### config.mk
export PLATFORM = sky130hd
export DESIGN_NAME = pc_unit
export DESIGN_NICKNAME = d
export VERILOG_FILES = /design/src/rtl/pc_pkg.sv /design/src/rtl/pc_ras.sv /design/src/rtl/pc_unit.sv
export SDC_FILE = /design/constraint.sdc
export NUM_CORES = 1
export LEC_CHECK = 0
export BUFFER_PORTS_ARGS = -buffer_cell sky130_fd_sc_hd__buf_4
export CAP_MARGIN = 10
export CORE_MARGIN = 1.5
export CORE_UTILIZATION = 40
export CTS_CLUSTER_DIAMETER = 60
export DETAILED_ROUTE_END_ITERATION = 8
export PLACE_DENSITY_LB_ADDON = 0.25
export SLEW_MARGIN = 10
export SYNTH_ARGS = -nofsm -noshare
export SYNTH_HDL_FRONTEND = slang
export SYNTH_HIERARCHICAL = 1
export SYNTH_SLANG_ARGS = --single-unit
export TNS_END_PERCENT = 100
### constraint.sdc
create_clock -name clk -period 3.4 [get_ports clk]
set_clock_uncertainty 0.05 [all_clocks]
set_input_delay 0.17 -clock clk [delete_from_list [all_inputs] [get_ports clk]]
set_output_delay 0.17 -clock clk [all_outputs]
set_load 0.02 [all_outputs]
### src/rtl/pc_pkg.sv
// Shared definitions for the program-counter unit: default widths and FSM state type.
package pc_pkg;

   localparam int unsigned XLEN_DEF        = 32;
   localparam int unsigned INSTR_BYTES_DEF = 4;

   typedef enum logic {
      StBoot,
      StRun
   } pc_state_e;

endpackage

### src/rtl/pc_ras.sv
// Return-address stack: circular buffer where a push into a full stack overwrites the
// oldest entry. A simultaneous push and pop replaces the top in place.
module pc_ras
   import pc_pkg::*;
#(
   parameter int unsigned XLEN      = XLEN_DEF,
   parameter int unsigned RAS_DEPTH = 4
) (
   input  logic            clk,
   input  logic            reset,
   input  logic            push,
   input  logic            pop,
   input  logic [XLEN-1:0] push_data,
   output logic [XLEN-1:0] top,
   output logic            empty
);

   localparam int unsigned PtrW  = (RAS_DEPTH > 1) ? $clog2(RAS_DEPTH) : 1;
   localparam int unsigned Slots = 1 << PtrW;
   localparam int unsigned CntW  = $clog2(RAS_DEPTH + 1);

   logic [XLEN-1:0] mem_q [Slots];
   logic [PtrW-1:0] ptr_q, ptr_d, wr_ptr;
   logic [CntW-1:0] cnt_q, cnt_d;
   logic            wr_en;

   assign top   = mem_q[ptr_q];
   assign empty = (cnt_q == '0);

   // Next pointer/count and write slot; ptr_q always addresses the newest entry.
   always_comb begin
      ptr_d  = ptr_q;
      cnt_d  = cnt_q;
      wr_en  = 1'b0;
      wr_ptr = ptr_q;
      if (push && pop && !empty) begin
         wr_en = 1'b1;
      end else if (push) begin
         ptr_d  = ptr_q + 1'b1;
         wr_ptr = ptr_d;
         wr_en  = 1'b1;
         if (cnt_q != CntW'(RAS_DEPTH)) begin
            cnt_d = cnt_q + 1'b1;
         end
      end else if (pop && !empty) begin
         ptr_d = ptr_q - 1'b1;
         cnt_d = cnt_q - 1'b1;
      end
   end

   // Pointer and occupancy; reset empties the stack.
   always_ff @(posedge clk or negedge reset) begin
      if (!reset) begin
         ptr_q <= '0;
         cnt_q <= '0;
      end else begin
         ptr_q <= ptr_d;
         cnt_q <= cnt_d;
      end
   end

   // Entry storage; contents are don't-care while the count says empty.
   always_ff @(posedge clk) begin
      if (wr_en) begin
         mem_q[wr_ptr] <= push_data;
      end
   end

endmodule

### src/rtl/pc_unit.sv
// Program-counter unit: boot/run FSM, stall/advance handshake, trap/redirect flush with
// target alignment, and an optional return-address stack (enabled by PC_UNIT_RAS_EN).
module pc_unit
   import pc_pkg::*;
#(
   parameter int unsigned     XLEN         = XLEN_DEF,
   parameter logic [XLEN-1:0] RESET_VECTOR = '0,
   parameter int unsigned     INSTR_BYTES  = INSTR_BYTES_DEF,
   parameter int unsigned     RAS_DEPTH    = 4
) (
   input  logic            clk,
   input  logic            reset,
   input  logic            fetch_ready,
   output logic            fetch_valid,
   output logic [XLEN-1:0] pc,
   input  logic            trap_valid,
   input  logic [XLEN-1:0] trap_target,
   input  logic            redirect_valid,
   input  logic [XLEN-1:0] redirect_target,
   input  logic            call_valid,
   input  logic            ret_valid,
   output logic            ras_empty,
   output logic            misaligned_err
);

   localparam int unsigned     AlignBits = $clog2(INSTR_BYTES);
   localparam logic [XLEN-1:0] AlignMask = {XLEN{1'b1}} << AlignBits;

   pc_state_e       state_q, state_d;
   logic [XLEN-1:0] pc_q, pc_d, pc_seq, load_tgt, ras_top;
   logic            err_q, err_d, fire, load_en, ras_push, ras_pop, ras_empty_int;

   assign fetch_valid    = (state_q == StRun);
   assign pc             = pc_q;
   assign misaligned_err = err_q;
   assign ras_empty      = ras_empty_int;
   assign fire           = fetch_valid && fetch_ready;
   assign pc_seq         = pc_q + XLEN'(INSTR_BYTES);

   // Next-pc selection: trap > redirect > return (stack non-empty) > sequential on fire.
   always_comb begin
      state_d  = StRun;
      pc_d     = pc_q;
      err_d    = err_q;
      load_en  = 1'b0;
      load_tgt = '0;
      ras_push = 1'b0;
      ras_pop  = 1'b0;
      case (state_q)
         StBoot: state_d = StRun;
         StRun: begin
            if (trap_valid) begin
               load_en  = 1'b1;
               load_tgt = trap_target;
            end else if (redirect_valid) begin
               load_en  = 1'b1;
               load_tgt = redirect_target;
            end else if (fire) begin
               ras_push = call_valid;
               if (ret_valid && !ras_empty_int) begin
                  ras_pop  = 1'b1;
                  load_en  = 1'b1;
                  load_tgt = ras_top;
               end else begin
                  pc_d = pc_seq;
               end
            end
            if (load_en) begin
               pc_d = load_tgt & AlignMask;
               if (|(load_tgt & ~AlignMask)) begin
                  err_d = 1'b1;
               end
            end
         end
         default: state_d = StBoot;
      endcase
   end

   // Architectural state; reset takes effect immediately.
   always_ff @(posedge clk or negedge reset) begin
      if (!reset) begin
         state_q <= StBoot;
         pc_q    <= RESET_VECTOR;
         err_q   <= 1'b0;
      end else begin
         state_q <= state_d;
         pc_q    <= pc_d;
         err_q   <= err_d;
      end
   end

`ifdef PC_UNIT_RAS_EN
   pc_ras #(
      .XLEN      (XLEN),
      .RAS_DEPTH (RAS_DEPTH)
   ) u_ras (
      .clk       (clk),
      .reset     (reset),
      .push      (ras_push),
      .pop       (ras_pop),
      .push_data (pc_seq),
      .top       (ras_top),
      .empty     (ras_empty_int)
   );
`else
   // Without the stack a return always falls through to the sequential path.
   logic unused_ras;
   assign unused_ras    = ^{ras_push, ras_pop};
   assign ras_top       = '0;
   assign ras_empty_int = 1'b1;
`endif

endmodule

==> flow_summary.json <==
{
  "grt_pass1_wl_mm": 11.7,
  "syn_inst": 291,
  "crit_chain": "ha_1 -> and3_1 -> nand2_1 -> nor4_1 -> a41oi_1 -> a2bb2oi_1",
  "diodes": 0,
  "overflow": 0,
  "cts_tree": "yes",
  "path_class": "reg -> reg",
  "p_leak_nw": 1.37,
  "syn_avg_cell_area_um2": 8.06,
  "initialDrtViolationCount": 177,
  "post-dp-hpwl_mm": 5.30,
  "cpMaxStageDelayCell": "nor4_1",
  "cts_made_buffers": 5,
  "root_buffer": "clkbuf_8",
  "synth_cell_types": 58,
  "switching_share": 0.376,
  "endpoint_kind": "flip-flop",
  "ys_seq_area_frac": 0.342,
  "ant_nets": 0,
  "die_area_mm2": 0.00633,
  "cpPeakStageDelay_ps": 560,
  "rows": 27,
  "synth_top_area_frac": 0.342,
  "regArea_um2": 801,
  "dieWidth_um": 79.6,
  "antenna_found_initial": 0,
  "max_freq_mhz": 458,
  "rsz0062_at_grt": "false",
  "yosysTopAreaCell": "dfrtp_1",
  "ys_seq_elements": 32,
  "route.detailed.wl_per_inst_um": 16.3,
  "dr.pass1.iters": 5,
  "clk_pin_slew_ps": 70,
  "synthTopCellsByArea": "dfrtp_1, a21oi_1, o21ai_0",
  "postSynth.asyncResetShare": 1.00,
  "grt_usage": 0.236,
  "clock-sinks": 32,
  "start_util": 0.421,
  "dieHeight_um": 79.6,
  "setup_viol": 0,
  "worst_pin_slew_ps": 629,
  "crit_required_ps": 3520,
  "r2r_slack_ps": 1220,
  "hold_class": "in -> reg",
  "multi_input_area_mm2": 0.00142,
  "drive_above_1_share": 0.325,
  "tns_ps": 0,
  "p_per_area_mw_per_mm2": 390,
  "outcome": "completed",
  "yosysWarnings": 6,
  "vias": 2702,
  "hold_slack_ps": 99.0,
  "grt_max_degree": 35,
  "ir_worst_vdd_v": 0.000191,
  "netlist_area_mm2": 0.00234,
  "power.share.clock": 0.228,
  "cts_max_level": 2,
  "syn2layout_area_growth_pct": 36.4,
  "cp.arrival_ps": 2300,
  "viasPerCell": 5.95,
  "post_cts_buffers": 0,
  "layout.nets": 454,
  "internal-power_mw": 0.779,
  "synth_ff_type": "dfrtp_1",
  "drv_slew": 0,
  "drt-total-wl_mm": 7.41,
  "gp_congestion": 0.880,
  "insertion_delay_ps": 290,
  "switchingPower_mw": 0.469,
  "layout_commonest_cell": "buf_4",
  "port_buffers": 100,
  "final_cell_mix": "buf_4, a21oi_1, dfrtp_1",
  "synth_edf_count": 0,
  "max_slew_margin": 0.581,
  "grt_pass1_vias": 2545,
  "drc": 0,
  "fin_crit_sh": 0.643,
  "clockBufferDepth": 2,
  "ios": 106,
  "cap_violations": 0,
  "comb_power_share": 0.352,
  "nFillCells": 545,
  "core_area_mm2": 0.00557,
  "p_seq_frac": 0.420,
  "path_max_fanout": 8,
  "start_kind": "flip-flop",
  "final_hold_viol_count": 0,
  "period_minus_slack_ps": 2180
}
repair_timing:
item | CTS | global route
gates resized for setup | 0 | 0
hold buffers | 1 | 0
endpoints found under the hold margin | 32 | 0
kinds of logic after synthesis:
family	after synthesis	share of synthesized area
buffers and inverters	27	0.0560
multiplexers	4	0.0171
flip-flops	32	0.342
AO/OA/AOI/OAI	122	0.334
adder cells (fa/ha/maj)	1	0.00534
AND/OR/NAND/NOR	103	0.243
other	2	0.00320
per-stage QoR:
stage | instances | power, mW | cell area [µm²] | worst slack [ps] | util
2_1_floorplan | 293 | 0.758 | 2350 | 1530 | -
3_3_place_gp | 446 | 0.961 | 3110 | 1240 | 0.558
3_5_place_dp | 446 | 0.968 | 3110 | 1220 | 0.558
4_1_cts | 454 | 1.25 | 3200 | 1200 | 0.574
5_1_grt | 454 | 1.32 | 3200 | 1060 | 0.574
6_report | 454 | 1.25 | 3200 | 1220 | 0.574
routing by layer:
metal / vias to the layer above / track usage / wire [µm]
met3: 12 / 0.0469 / 602
met5: - / 0 / 0
met2: 127 / 0.393 / 3490
li1: 1293 / - / -
met1: 1270 / 0.300 / 3180
met4: 0 / 0.0930 / 140
flip-flops by register name, indices dropped and copies added, names as in the netlist:
signal          cells
fetch_valid         1
pc                 30
misaligned_err      1
path summary, 6_finish.rpt:
kind / startpoint / to / cells after the start
worst min-delay path: trap_target[18] / pc[18] / 3
worst min register to register: misaligned_err / misaligned_err / 1
min in group asynchronous: reset / fetch_valid / 2
max in group asynchronous: reset / pc[31] / 2
worst max-delay path: pc[2] / pc[30] / 6
worst max register to register: pc[2] / pc[30] / 6
cells in the mapped netlist (3+ instances only):
| cell type | number |
|---|---|
| nand3_1 | 15 |
| nand4_1 | 7 |
| nand2b_1 | 4 |
| dfrtp_1 | 32 |
| and3_1 | 9 |
| o21a_1 | 3 |
| o221ai_1 | 3 |
| o21ai_0 | 22 |
| and4_1 | 5 |
| or3_1 | 3 |
| o22ai_1 | 10 |
| clkbuf_1 | 10 |
| a211oi_1 | 5 |
| nor3_1 | 4 |
| a21oi_1 | 37 |
| buf_4 | 3 |
| mux2i_1 | 4 |
| o21ai_1 | 10 |
| o311ai_0 | 3 |
| nor4_1 | 5 |
| nand2_1 | 23 |
| nor2_1 | 16 |
| o22a_1 | 4 |
| buf_2 | 8 |
| a31oi_1 | 5 |
power groups by stage:
stage | clock [mW] | sequential, mW | combinational [mW]
floorplan | 0 | 0.575 | 0.182
global placement | 0 | 0.527 | 0.434
detailed placement | 0 | 0.529 | 0.438
CTS | 0.290 | 0.522 | 0.441
global route | 0.304 | 0.535 | 0.478
finish | 0.285 | 0.524 | 0.439
worst max-delay path, delay by kind of cell (launching register included):
family / cells / cell delay (ps)
AOI/OAI and AO/OA: 2 / 360
and+or+nand+nor: 3 / 970
adders and majority gates: 1 / 240
DFF: 1 / 450
final cells by class:
type                            count  area share
Clock buffer                        6      0.0227
Multi-Input combinational cell    234       0.444
Timing Repair Buffer              106       0.250
Sequential cell                    32       0.250
Tap cell                           72      0.0282
Inverter                            3     0.00352
Clock inverter                      1     0.00156
Note: power is estimated with default switching activity, not from simulation.
